$ cat config.mk
export PLATFORM = sky130hd
export DESIGN_NAME = ll_rd_walker_v3
export DESIGN_NICKNAME = d
export VERILOG_FILES = /design/src/rtl/ll_rd_pkg.sv /design/src/rtl/ll_ptr_hist_shreg.sv /design/src/rtl/ll_rd_walker_v3.sv
export SDC_FILE = /design/constraint.sdc
export NUM_CORES = 1
export LEC_CHECK = 0
export CAP_MARGIN = 15
export CORE_ASPECT_RATIO = 0.8
export CORE_UTILIZATION = 44
export CTS_BUF_LIST = sky130_fd_sc_hd__clkbuf_2
export DETAILED_ROUTE_END_ITERATION = 6
export HOLD_SLACK_MARGIN = 0.06
export PLACE_DENSITY = 0.78
export REMOVE_ABC_BUFFERS = 1
export SETUP_SLACK_MARGIN = 0.5
export SKIP_LAST_GASP = 1
export SLEW_MARGIN = 20
export SYNTH_ARGS = -nofsm -noshare
export SYNTH_HDL_FRONTEND = slang
export SYNTH_SLANG_ARGS = --single-unit
$ cat constraint.sdc
create_clock -name clk -period 2.8 [get_ports clk]
set_input_delay 0.56 -clock clk [delete_from_list [all_inputs] [get_ports clk]]
set_output_delay 0.56 -clock clk [all_outputs]
set_load 0.01 [all_outputs]
$ cat src/rtl/ll_rd_pkg.sv
// Shared types for the linked-list read walker.
package ll_rd_pkg;

    // Command opcodes: SINGLE=0, TRAVERSE=1, TRAV_DATA=2, TRAV_HIST=3.
    typedef enum logic [1:0] {
        OpSingle   = 2'd0,
        OpTraverse = 2'd1,
        OpTravData = 2'd2,
        OpTravHist = 2'd3
    } t_ll_rd_op;

    typedef enum logic [2:0] {
        StIdle,
        StIssue,
        StWait,
        StFetch,
        StFwait,
        StResp
    } t_ll_rd_walk_state;

endpackage

$ cat src/rtl/ll_ptr_hist_shreg.sv
// Shift register of the most recently visited pointers; slice 0 holds the newest entry.
module ll_ptr_hist_shreg #(
    parameter int unsigned PTR_W      = 8,
    parameter int unsigned HIST_DEPTH = 3
) (
    input  logic                        clk,
    input  logic                        reset_n,
    input  logic                        clr,
    input  logic                        en,
    input  logic [PTR_W-1:0]            din,
    output logic [HIST_DEPTH*PTR_W-1:0] hist
);

    logic [HIST_DEPTH*PTR_W-1:0] hist_q;
    logic [HIST_DEPTH*PTR_W-1:0] hist_shifted;

    generate
        if (HIST_DEPTH == 1) begin : g_one
            assign hist_shifted = din;
        end else begin : g_many
            assign hist_shifted = {hist_q[(HIST_DEPTH-1)*PTR_W-1:0], din};
        end
    endgenerate

    // Clear wins over shift so a new command always starts from an all-zero window.
    always_ff @(posedge clk) begin
        if (!reset_n || clr) begin
            hist_q <= '0;
        end else if (en) begin
            hist_q <= hist_shifted;
        end
    end

    assign hist = hist_q;

endmodule

$ cat src/rtl/ll_rd_walker_v3.sv
// Linked-list read engine: walks nxtptrMem from a start pointer for a hop count and
// optionally returns the final node's data/link and a history of visited pointers.
module ll_rd_walker_v3
    import ll_rd_pkg::*;
#(
    parameter int unsigned      PTR_W      = 8,
    parameter int unsigned      DATA_W     = 32,
    parameter int unsigned      CNT_W      = 8,
    parameter int unsigned      HIST_DEPTH = 3,
    parameter logic [PTR_W-1:0] NULL_PTR   = '1
) (
    input  logic                        clk,
    input  logic                        reset_n,
    input  logic                        cmd_vld,
    output logic                        cmd_rdy,
    input  logic [1:0]                  cmd_op,
    input  logic [PTR_W-1:0]            cmd_ptr,
    input  logic [CNT_W-1:0]            cmd_hops,
    output logic                        rsp_vld,
    input  logic                        rsp_rdy,
    output logic [PTR_W-1:0]            rsp_ptr,
    output logic [DATA_W-1:0]           rsp_data,
    output logic [PTR_W-1:0]            rsp_link,
    output logic [HIST_DEPTH*PTR_W-1:0] rsp_hist,
    output logic                        rsp_err,
    output logic                        nxt_rd_vld,
    output logic [PTR_W-1:0]            nxt_rd_addr,
    input  logic [PTR_W-1:0]            nxt_rd_data,
    input  logic                        nxt_rd_dvld,
    output logic                        dat_rd_vld,
    output logic [PTR_W-1:0]            dat_rd_addr,
    input  logic [DATA_W-1:0]           dat_rd_data,
    input  logic                        dat_rd_dvld
);

    t_ll_rd_walk_state           state;
    t_ll_rd_op                   op_q;
    t_ll_rd_op                   cmd_op_t;
    logic [PTR_W-1:0]            cur_ptr;
    logic [CNT_W-1:0]            hops_q;
    logic [CNT_W:0]              hop_cnt;
    logic [CNT_W:0]              hop_nxt;
    logic [CNT_W:0]              hops_ext;
    logic [DATA_W-1:0]           data_q;
    logic [PTR_W-1:0]            link_q;
    logic                        got_dat;
    logic                        got_lnk;
    logic                        err_q;
    logic                        accept;
    logic                        hist_en;
    logic [HIST_DEPTH*PTR_W-1:0] hist_flat;

    // Hop counter is one bit wider than hops so hops='1 terminates without wrapping.
    always_comb begin
        cmd_op_t = t_ll_rd_op'(cmd_op);
        hop_nxt  = hop_cnt + {{CNT_W{1'b0}}, 1'b1};
        hops_ext = {1'b0, hops_q};
        accept   = (state == StIdle) && cmd_vld && cmd_rdy;
        hist_en  = (state == StWait) && nxt_rd_dvld;
    end

    ll_ptr_hist_shreg #(
        .PTR_W      (PTR_W),
        .HIST_DEPTH (HIST_DEPTH)
    ) u_hist (
        .clk     (clk),
        .reset_n (reset_n),
        .clr     (accept),
        .en      (hist_en),
        .din     (cur_ptr),
        .hist    (hist_flat)
    );

    // Walk FSM with registered strobes, handshakes and result capture.
    always_ff @(posedge clk) begin
        if (!reset_n) begin
            state       <= StIdle;
            op_q        <= OpSingle;
            cur_ptr     <= '0;
            hops_q      <= '0;
            hop_cnt     <= '0;
            data_q      <= '0;
            link_q      <= '0;
            got_dat     <= 1'b0;
            got_lnk     <= 1'b0;
            err_q       <= 1'b0;
            cmd_rdy     <= 1'b1;
            rsp_vld     <= 1'b0;
            nxt_rd_vld  <= 1'b0;
            nxt_rd_addr <= '0;
            dat_rd_vld  <= 1'b0;
            dat_rd_addr <= '0;
        end else begin
            nxt_rd_vld <= 1'b0;
            dat_rd_vld <= 1'b0;
            case (state)
                StIdle: begin
                    if (accept) begin
                        cmd_rdy <= 1'b0;
                        op_q    <= cmd_op_t;
                        cur_ptr <= cmd_ptr;
                        hops_q  <= cmd_hops;
                        hop_cnt <= '0;
                        data_q  <= '0;
                        link_q  <= '0;
                        got_dat <= 1'b0;
                        got_lnk <= 1'b0;
                        err_q   <= 1'b0;
                        if (cmd_op_t == OpSingle || cmd_hops != '0) begin
                            state       <= StIssue;
                            nxt_rd_vld  <= 1'b1;
                            nxt_rd_addr <= cmd_ptr;
                        end else if (cmd_op_t == OpTravData) begin
                            state       <= StFetch;
                            nxt_rd_vld  <= 1'b1;
                            nxt_rd_addr <= cmd_ptr;
                            dat_rd_vld  <= 1'b1;
                            dat_rd_addr <= cmd_ptr;
                        end else begin
                            state   <= StResp;
                            rsp_vld <= 1'b1;
                        end
                    end
                end
                StIssue: begin
                    state <= StWait;
                end
                StWait: begin
                    if (nxt_rd_dvld) begin
                        hop_cnt <= hop_nxt;
                        if (op_q == OpSingle) begin
                            cur_ptr <= nxt_rd_data;
                            state   <= StResp;
                            rsp_vld <= 1'b1;
                        end else if (nxt_rd_data == NULL_PTR && hop_nxt < hops_ext) begin
                            // Early end of list: report the last real node.
                            err_q   <= 1'b1;
                            state   <= StResp;
                            rsp_vld <= 1'b1;
                        end else begin
                            cur_ptr <= nxt_rd_data;
                            if (hop_nxt == hops_ext) begin
                                if (op_q == OpTravData) begin
                                    state       <= StFetch;
                                    nxt_rd_vld  <= 1'b1;
                                    nxt_rd_addr <= nxt_rd_data;
                                    dat_rd_vld  <= 1'b1;
                                    dat_rd_addr <= nxt_rd_data;
                                end else begin
                                    state   <= StResp;
                                    rsp_vld <= 1'b1;
                                end
                            end else begin
                                state       <= StIssue;
                                nxt_rd_vld  <= 1'b1;
                                nxt_rd_addr <= nxt_rd_data;
                            end
                        end
                    end
                end
                StFetch: begin
                    state <= StFwait;
                end
                StFwait: begin
                    if (dat_rd_dvld) begin
                        data_q  <= dat_rd_data;
                        got_dat <= 1'b1;
                    end
                    if (nxt_rd_dvld) begin
                        link_q  <= nxt_rd_data;
                        got_lnk <= 1'b1;
                    end
                    if ((got_dat || dat_rd_dvld) && (got_lnk || nxt_rd_dvld)) begin
                        state   <= StResp;
                        rsp_vld <= 1'b1;
                    end
                end
                StResp: begin
                    if (rsp_rdy) begin
                        rsp_vld <= 1'b0;
                        cmd_rdy <= 1'b1;
                        state   <= StIdle;
                    end
                end
                default: begin
                    state   <= StIdle;
                    cmd_rdy <= 1'b1;
                    rsp_vld <= 1'b0;
                end
            endcase
        end
    end

    // Response fields are held registers, masked to zero when unused by the op.
    always_comb begin
        rsp_ptr  = rsp_vld ? cur_ptr : '0;
        rsp_err  = rsp_vld && err_q;
        rsp_data = (rsp_vld && op_q == OpTravData) ? data_q : '0;
        rsp_link = (rsp_vld && op_q == OpTravData) ? link_q : '0;
        rsp_hist = (rsp_vld && op_q == OpTravHist) ? hist_flat : '0;
    end

endmodule

==> reports/results.ini <==
[status]
outcome=complete, no violations

[synthesis]
dominantRegCellSynth=dfxtp_1
avgSynthCellArea_um2=8.64
synth_top_area_share_pct=43.9
synth_edf_count=0
ys_seq_area_share_pct=43.9
yosysWarnings=0
synth_cell_type_count=58
synth-async-reset-ratio_pct=0
synth_seq_cells=117
synth_cells=617
syn_area_mm2=0.00533
yosys.area.top_type=dfxtp_1
synth_area_leaders=dfxtp_1, nand2_1, and2_1, a22o_1, a21oi_1

[global_route]
use_met3_pct=6.48
grt_pass1_vias=5199
grt.met1_usage_pct=35.1
grt-ovfl-total=0
globalRouteMet2Util_pct=44.0
antenna_found_initial=0
grt_pass1_wl_um=26500
grt_max_degree=49
grt_busiest_layer=met2
grtUsageTotal_pct=26.7

[die]
dieHeight_um=100
dieArea_mm2=0.0126
fp-row-count=35
coreArea_mm2=0.0116
start_util_pct=45.8
ios=157
die_w_um=125

[final_layout]
antennaDiodeCount=0
n_fill_cell=803
syn2layout_area_growth_pct=57.0
final_core_util_pct=71.9
drive_above_1_share_pct=35.5
num-nets-final=902

[timing]
fin_crit_sh_pct=98.3
rsz0062_at_grt=true
tightest_slew_ps=555
max_freq_ghz=0.363
min_period_ps=2750
hold_viol_final=0
maxSlewHeadroom_pct=62.8
setup_viol=0
clock_skew_ps=38.6
maxSlewViolCount=0
timing.hold.ws_ps=324
setup_tns_ps=0

[placed_design]
io_buffers=156
gp_congestion=0.898
dp_hpwl_um=10800

[drt]
vias=5409
wl_per_cell_um=17.9
ant_nets=0
dr.pass1.iters=7
vias_per_cell=5.46
route.detailed.drc=0
drt_iter0_markers=504
routed_wl_um=17700

[power]
power_density_mw_per_mm2=450
p_leak_uw=0.00347
irDropWorstVdd_mv=0.286

[run]
maxCapViolCount=0

[worst_hold_path]
min_from=reset_n
hold_class=input pin to flip-flop

[clock_tree]
cts_buffer_depth=2
cts_tree=built
cts_hold_buf=0
cts_num_sinks=117
cts-root-buf=clkbuf_2
htreeDepth=4
cts_buffers=17
insertion_delay_ps=660
clkSlewWorstSetupHoldPaths_ps=190

[setup_path]
critPathMaxFanout=8
reg2reg_from=hop_cnt[0]
worstSetupEndpointType=flip-flop
cp-startpoint=hop_cnt[0]
worstSetupStartpointType=flip-flop
worstSetupPathType=flip-flop to flip-flop
critPathRequiredTime_ps=3350
cp.arrival_ps=3300

[sequential cells by signal (all words and copies together) (netlist names), 3 cells and up]
register	count
data_q	32
u_hist.hist	24
hop_cnt	9
cur_ptr	8
dat_rd_addr	8
hops_q	8
link_q	8
nxt_rd_addr	8
state	3
[synthesized netlist by cell type (all sizes together), types with 2 or more instances]
cell and number:
o21ai 16, xor2 3, nor2b 17, a21oi 44, or4 2, nor3 7, nand3b 3, nand4 5
clkbuf 30, a211oi 2, xnor2 4, o211a 2, and2 69, buf 11, nand3 3, nor2 24
o211ai 2, a22o 32, nand2 116, and4 2, o21a 2, a31oi 3, or3 4, a22oi 11
a21boi 13, inv 19, mux2 8, and3 4, ha 9, nand2b 2, dfxtp 117, mux2i 16
[through the flow]
step / total power [µW] / area (µm²) / worst slack [ps] / instances
final: 3770 / 8370 / 48.3 / 990
after global routing: 3920 / 8370 / -123 / 990
after CTS: 3720 / 7950 / 56.6 / 977
after detailed placement: 2430 / 7150 / -297 / 913
after global placement: 2410 / 7150 / -148 / 913
after floorplan: 2110 / 5160 / -643 / 576
[power by group]
group          switching [µW]  internal (µW)
Clock                     666            583
Combinational             377            342
Sequential               65.6           1740
Total                    1110           2660
[cell usage in the layout (no fill, tap or decap), drive strengths merged, types with 4 or more instances in the layout]
master,netlist,final
ha,9,9
and3,4,7
clkbuf,30,25
o21ai,16,16
a21boi,13,13
or3,4,4
clkdlybuf4s50,0,81
clkinv,0,6
mux2i,16,16
bufinv,0,4
buf,11,142
a22o,32,32
nor2b,17,17
a21oi,44,44
xnor2,4,4
nand2,116,116
nor2,24,24
nand4,5,5
and2,69,69
inv,19,19
clkinvlp,0,4
nor3,7,7
dfxtp,117,117
mux2,8,8
a22oi,11,11
[worst max-delay path: stages, from the launching register on]
cell	delay, ps
dfxtp_2	400
ha_4	140
and2_4	160
nand4_1	160
xnor2_1	210
ha_2	310
nand2_2	60
o211ai_1	90
a31oi_1	230
buf_4	170
o211ai_4	110
o311ai_2	310
buf_4	220
a21oi_1	80
[worst paths after layout]
path / end / slack (ps) / depth (start not counted)
hold reg to reg: u_hist.hist[7] / 430 / 2
hold / removal: cmd_rdy / 320 / 2
setup reg to reg: cur_ptr[5] / 50 / 13
setup / recovery: cur_ptr[5] / 50 / 13
[layout make-up]
type / instances / area [µm²] / share of cell area [%]
flip-flops and latches: 117 / 2360 / 28.2
clock buffers: 18 / 90.1 / 1.08
inverters: 19 / 77.6 / 0.927
multi-input cells: 443 / 3090 / 36.9
clock inverters: 14 / 183 / 2.18
repair buffers: 231 / 2380 / 28.5
well taps: 148 / 185 / 2.21
[layer usage]
metal / up-vias / part of all wire, %
met5: - / 0
met4: 0 / 1.6
met1: 2632 / 44
li1: 2540 / -
met2: 214 / 47
met3: 23 / 6.6
[repair_timing]
| item | in CTS | in global routing |
|---|---|---|
| pin swaps | 34 | 39 |
| gates cloned | 10 | 0 |
| gates resized for setup | 363 | 130 |
| setup endpoints to repair | 104 | 113 |
| buffers inserted | 22 | 13 |
[kinds of logic after synthesis]
| logic type | count (synthesis) | synth area share (%) |
|---|---|---|
| AO/OA/AOI/OAI | 137 | 18.4 |
| adder cells (fa/ha/maj) | 9 | 2.11 |
| buffers and inverters | 60 | 4.62 |
| flip-flops | 117 | 43.9 |
| XOR/XNOR | 7 | 1.15 |
| multiplexers | 24 | 4.69 |
| AND/OR/NAND/NOR | 263 | 25.1 |
Note: power is estimated with default switching activity, not from simulation.
